$ cat src/rtl/bxu_pkg.sv
// Shared encodings for the data-address sequencer: command codes, opcodes,
// instruction bit positions and the sequencer state enum.
package bxu_pkg;

  localparam logic [1:0] DADDR_NOP = 2'h0;
  localparam logic [1:0] DADDR_MOD = 2'h1;
  localparam logic [1:0] DADDR_SET = 2'h2;

  localparam logic [3:0] OP_DMOD = 4'h3;
  localparam logic [3:0] OP_DSET = 4'h4;

  localparam int CODE_PN  = 15;
  localparam int CODE_MEM = 13;
  localparam int CODE_LH  = 12;

  typedef enum logic [2:0] {
    ST_IDLE,
    ST_MREQ,
    ST_MWAIT,
    ST_EXEC,
    ST_RETIRE
  } daddr_state_e;

  function automatic logic [3:0] code_op(input logic [15:0] c);
    return c[3:0];
  endfunction

  function automatic logic code_mem(input logic [15:0] c);
    return c[CODE_MEM];
  endfunction

  function automatic logic code_sub(input logic [15:0] c);
    return c[CODE_PN];
  endfunction

  function automatic logic code_high(input logic [15:0] c);
    return c[CODE_LH];
  endfunction

endpackage

$ cat src/rtl/daddr_seq.sv
// Data-address update sequencer: decodes DMOD/DSET codes, fetches the byte for
// memory-sourced DSET, and issues one registered command per instruction.
// Optional macro DADDR_SEQ_TIMEOUT_EN bounds the memory wait to TIMEOUT_CYCLES.
module daddr_seq
  import bxu_pkg::*;
#(
  parameter int DATA_BITWIDTH  = 8,
  parameter int CODE_BITWIDTH  = 16,
  parameter int ADDR_BITWIDTH  = 16,
  parameter int TIMEOUT_CYCLES = 255
) (
  input  logic                     clk,
  input  logic                     rst_n,
  input  logic                     inst_valid,
  output logic                     inst_ready,
  input  logic [CODE_BITWIDTH-1:0] inst_code,
  input  logic [ADDR_BITWIDTH-1:0] data_addr,
  output logic                     mem_req,
  output logic [ADDR_BITWIDTH-1:0] mem_addr,
  input  logic                     mem_gnt,
  input  logic                     mem_rvalid,
  input  logic [DATA_BITWIDTH-1:0] mem_rdata,
  output logic [1:0]               flag_op_daddr,
  output logic [CODE_BITWIDTH-1:0] code,
  output logic [DATA_BITWIDTH-1:0] data,
  output logic                     done,
  output logic                     err
);

  daddr_state_e state, state_nxt;

  logic [1:0]               flag_nxt;
  logic [CODE_BITWIDTH-1:0] code_nxt;
  logic [DATA_BITWIDTH-1:0] data_nxt;
  logic                     mem_req_nxt;
  logic [ADDR_BITWIDTH-1:0] mem_addr_nxt;
  logic                     done_nxt;
  logic                     err_nxt;

`ifdef DADDR_SEQ_TIMEOUT_EN
  logic [7:0] wait_cnt, wait_cnt_nxt;
  logic       timeout;
  assign timeout = (wait_cnt == 8'(TIMEOUT_CYCLES - 1));
`endif

  assign inst_ready = (state == ST_IDLE);

  always_comb begin
    state_nxt    = state;
    code_nxt     = code;
    data_nxt     = data;
    mem_req_nxt  = mem_req;
    mem_addr_nxt = mem_addr;
`ifdef DADDR_SEQ_TIMEOUT_EN
    wait_cnt_nxt = wait_cnt + 8'd1;
`endif

    case (state)
      ST_IDLE: begin
        if (inst_valid) begin
          code_nxt = inst_code;
`ifdef DADDR_SEQ_TIMEOUT_EN
          wait_cnt_nxt = '0;
`endif
          if (code_op(inst_code) == OP_DMOD ||
              (code_op(inst_code) == OP_DSET && !code_mem(inst_code))) begin
            state_nxt = ST_EXEC;
          end else if (code_op(inst_code) == OP_DSET) begin
            state_nxt    = ST_MREQ;
            mem_req_nxt  = 1'b1;
            mem_addr_nxt = data_addr;
          end else begin
            state_nxt = ST_RETIRE;
          end
        end
      end
      ST_MREQ: begin
        // A response arriving with the grant is taken as the read data.
        if (mem_gnt) begin
          mem_req_nxt = 1'b0;
          if (mem_rvalid) begin
            data_nxt  = mem_rdata;
            state_nxt = ST_EXEC;
          end else begin
            state_nxt = ST_MWAIT;
          end
        end
`ifdef DADDR_SEQ_TIMEOUT_EN
        else if (timeout) begin
          mem_req_nxt = 1'b0;
          state_nxt   = ST_RETIRE;
        end
`endif
      end
      ST_MWAIT: begin
        if (mem_rvalid) begin
          data_nxt  = mem_rdata;
          state_nxt = ST_EXEC;
        end
`ifdef DADDR_SEQ_TIMEOUT_EN
        else if (timeout) begin
          state_nxt = ST_RETIRE;
        end
`endif
      end
      default: state_nxt = ST_IDLE;
    endcase

    // Pulsed outputs are decoded from the destination state so they register
    // in the same cycle the sequencer occupies EXEC/RETIRE.
    flag_nxt = DADDR_NOP;
    if (state_nxt == ST_EXEC)
      flag_nxt = (code_op(code_nxt) == OP_DMOD) ? DADDR_MOD : DADDR_SET;
    done_nxt = (state_nxt == ST_EXEC) || (state_nxt == ST_RETIRE);
    err_nxt  = (state_nxt == ST_RETIRE);
  end

  always_ff @(posedge clk or negedge rst_n) begin
    if (!rst_n) begin
      state         <= ST_IDLE;
      flag_op_daddr <= DADDR_NOP;
      code          <= '0;
      data          <= '0;
      mem_req       <= 1'b0;
      mem_addr      <= '0;
      done          <= 1'b0;
      err           <= 1'b0;
`ifdef DADDR_SEQ_TIMEOUT_EN
      wait_cnt      <= '0;
`endif
    end else begin
      state         <= state_nxt;
      flag_op_daddr <= flag_nxt;
      code          <= code_nxt;
      data          <= data_nxt;
      mem_req       <= mem_req_nxt;
      mem_addr      <= mem_addr_nxt;
      done          <= done_nxt;
      err           <= err_nxt;
`ifdef DADDR_SEQ_TIMEOUT_EN
      wait_cnt      <= wait_cnt_nxt;
`endif
    end
  end

endmodule

$ cat config.mk
export PLATFORM = sky130hd
export DESIGN_NAME = daddr_seq
export DESIGN_NICKNAME = d
export VERILOG_FILES = /design/src/rtl/bxu_pkg.sv /design/src/rtl/daddr_seq.sv
export SDC_FILE = /design/constraint.sdc
export NUM_CORES = 1
export LEC_CHECK = 0
export ABC_AREA = 0
export ABC_CLOCK_PERIOD_IN_PS = 4800
export CAP_MARGIN = 20
export CORE_MARGIN = 1
export CORE_UTILIZATION = 35
export CTS_BUF_LIST = sky130_fd_sc_hd__clkbuf_2 sky130_fd_sc_hd__clkbuf_4 sky130_fd_sc_hd__clkbuf_8
export DETAILED_ROUTE_END_ITERATION = 10
export PLACE_DENSITY_LB_ADDON = 0.2
export SLEW_MARGIN = 20
export SYNTH_ARGS = -nofsm -noshare
export SYNTH_HDL_FRONTEND = slang
export SYNTH_SLANG_ARGS = --single-unit
$ cat constraint.sdc
create_clock -name clk -period 4.8 [get_ports clk]
set_input_delay 0.96 -clock clk [delete_from_list [all_inputs] [get_ports clk]]
set_output_delay 0.96 -clock clk [all_outputs]
set_load 0.01 [all_outputs]
==> run_results.csv <==
group,metric,value,unit
run_status,status,"complete, no violations",
finish,drive_gt1_share,26.0,%
timing,period_needed,2.71,ns
min_path,holdPathEnd,"mem_addr[5]",
logic_synthesis,synth_seq_cells,48,
drt,drtIter0Drc,20,
run,drv_cap,0,
worst_setup_path,start_kind,"primary input",
logic_synthesis,synth_cell_types,35,
worst_setup_path,required,5.01,ns
timing,finalWorstSetupSlack,2.09,ns
drt,antenna_left,0,
worst_setup_path,worstPathArrival,2.92,ns
clock_network,cts_max_path_buffers,2,
worst_setup_path,crit_type,"primary input to register",
drt,drc_errors,0,
floorplanning,die-height,79.0,um
timing,fmax,0.368,GHz
min_path,whs_path_depth,1,
floorplanning,initial_core_util,37.0,%
clock_network,cts_sinks,48,
clock_network,cts_resized,0,
clock_network,cts-root-buf,"clkbuf_8",
min_path,hold_path_class,"register to register",
global_route,grt_overflow,0,
logic_synthesis,yosysMostFrequentCell,"dfrtp_1",
finish,antenna_cells,0,
clock_network,htreeDepth,2,
logic_synthesis,yosys.area.top_type,"dfrtp_1",
global_route,grt_pass1_wl,6800,um
global_route,grt_max_degree,49,
floorplanning,core_area,5610,sq um
worst_setup_path,reg2reg_depth,4,
logic_synthesis,synth_top_area_share,57.9,%
drt,wirelength,4230,um
worst_setup_path,rr_endpoint,"flag_op_daddr[1]",
timing,worst_pin_slew,0.641,ns
floorplanning,row_count,27,
drt,via_per_inst,4.69,
drt,vias,1403,
worst_setup_path,r2r_start,"state[1]",
power_and_ir_drop,p_total,0.00171,W
clock_network,insertion_delay,0.30,ns
finish,final_area,3120,sq um
timing,rsz0062_at_grt,"no",
timing,finalSetupViolCount,0,
clock_network,cts_setup_buffers,0,
logic_synthesis,ys.flop_type,"dfrtp_1",
place,pre_cts_ws,1.77,ns
finish,multi_input_area,812,sq um
global_route,antenna_found_initial,0,
worst_setup_path,worstPathMaxFanout,11,
timing,period_share,56.5,%
floorplanning,fp.dieArea,6240,sq um
clock_network,cts_tree,"yes",
global_route,track_usage,14.2,%
logic_synthesis,async_reset_ff_share,100,%
finish,fillers,490,
timing,setup-tns-final,0,ns
clock_network,cts_hold_buf,0,
finish,final-seq-area,1200,sq um
min_path,min_from,"mem_addr[5]",
place,place_area,3030,sq um
power_and_ir_drop,power_density,548,nW/um^2
logic_synthesis,synth_nets,179,
drt,dr.pass1.iters,2,
timing,drv_slew,0,
clock_network,cts.clk_slew.worst_paths,0.09,ns
place,io_buffers,90,
logic_synthesis,synthTopCellsByCount,"48 x dfrtp_1, 32 x mux2_2, 9 x mux2_4, 5 x inv_1, 4 x nor2_1",
floorplanning,ios,91,
place,post-dp-hpwl,3060,um
drt,wl_per_cell,14.1,um
finish,syn_to_final_growth,50.4,%
worst_setup_path,cp-end-kind,"register",
logic_synthesis,syn_area,2070,sq um
logic_synthesis,yosysSeqAreaShare,57.9,%
global_route,grt_pass1_vias,1437,
logic_synthesis,yosysWarnings,0,
finish,nNetsFinal,271,
logic_synthesis,syn-instance-count,134,
timing,slew_headroom,57.1,%
place,place.gp.congestion,0.727,
power_and_ir_drop,ir_worst_vdd,0.276,mV
logic_synthesis,synth_edf_count,0,
clock_network,cts_buffers,5,
timing,fin_worst_skew,0.00569,ns
timing,fin_hold_ws,0.511,ns
logic_synthesis,syn_area_per_cell,15.5,sq um
timing,finalHoldViolations,0,
worst_setup_path,rrSetupSlack,2.66,ns
floorplanning,dieWidth,79.0,um
power_and_ir_drop,p_leak,1.34,nW
logic_synthesis,netlist_top_cells_area,"dfrtp_1 58%, mux2_2 17%, mux2_4 6.5%",
## flip-flops by register name, indices dropped and copies added (netlist names)
| name | cells |
|---|---|
| code | 16 |
| mem_addr | 16 |
| data | 8 |
| state | 3 |
| flag_op_daddr | 2 |
| done | 1 |
| err | 1 |
| mem_req | 1 |
## routing by layer
layer | GRT usage [%] | share of wire (%) | wire length, um | up-vias
met5 | 0 | 0 | 0 | -
met4 | 6.00 | 1.4 | 58 | 0
met3 | 3.68 | 6.6 | 278 | 5
met2 | 23.8 | 49 | 2070 | 47
met1 | 17.1 | 43 | 1820 | 687
li1 | - | - | - | 664
## worst max path at each step
| stage | start | cells after the start | to |
|---|---|---|---|
| detailed placement | inst_valid | 5 | flag_op_daddr[1] |
| CTS | state[1] | 2 | inst_ready |
| finish | inst_valid | 5 | flag_op_daddr[1] |
| global placement | inst_valid | 5 | flag_op_daddr[1] |
| floorplan | inst_code[1] | 4 | mem_addr[10] |
| global route | state[1] | 2 | inst_ready |
## cells in the final DEF, fill, tap and decap left out
| master | n |
|---|---|
| and3b_1 | 1 |
| o22ai_1 | 1 |
| clkbuf_8 | 5 |
| nand4_4 | 1 |
| nand3b_1 | 1 |
| nand2_1 | 1 |
| and4b_1 | 1 |
| o2bb2ai_1 | 1 |
| buf_4 | 2 |
| a211oi_1 | 3 |
| nand2b_4 | 1 |
| o31ai_1 | 1 |
| and2_1 | 1 |
| mux2_4 | 9 |
| a21o_1 | 1 |
| nand3b_4 | 1 |
| nor3_4 | 1 |
| dfrtp_1 | 48 |
| nor4b_4 | 1 |
| a32oi_1 | 1 |
| or3b_2 | 1 |
| clkinvlp_4 | 2 |
| nor2b_1 | 1 |
| mux2i_1 | 1 |
| nor3b_1 | 1 |
| mux2_2 | 32 |
| a211oi_4 | 1 |
| nor3b_2 | 1 |
| clkinv_4 | 1 |
| nor2_1 | 4 |
| clkdlybuf4s50_1 | 89 |
| nor4bb_1 | 2 |
| nand2b_1 | 1 |
| inv_1 | 5 |
| a31oi_1 | 1 |
| a21oi_1 | 1 |
| nand4_1 | 1 |
## report_power, final
| part | total, W | internal, W | switching, W |
|---|---|---|---|
| logic | 0.000781 | 0.000510 | 0.000271 |
| registers | 0.000687 | 0.000572 | 0.000115 |
| clock network | 0.000242 | 0.000103 | 0.000139 |
| total | 0.00171 | 0.00119 | 0.000525 |
## per-stage QoR
step                      instances  utilization (%)
after CTS                       299             55.6
after global routing            299             55.6
after global placement          291             53.9
final                           299             55.6
after floorplan                 134                -
after detailed placement        291             53.9
## kinds of logic after synthesis
group	Yosys count	share of synthesized area, %
compound gates	11	4.46
mux	42	24.4
simple gates	22	9.89
buf+inv	11	3.38
flops	48	57.9
## cell type report
class,instances,share of cell area (%)
clock buffers,5,2.21
clock inverters,3,0.762
inverters,5,0.601
multi-input cells,75,26.0
flip-flops and latches,48,38.5
well taps,72,2.89
repair buffers,91,29.0
## worst max-delay path, cell delays in order
cell and delay (ns):
clkdlybuf4s50_1 0.55, nor4b_4 0.58, buf_4 0.31, mux2_2 0.35, a211oi_1 0.17
Power figures use the tool's default switching activity.
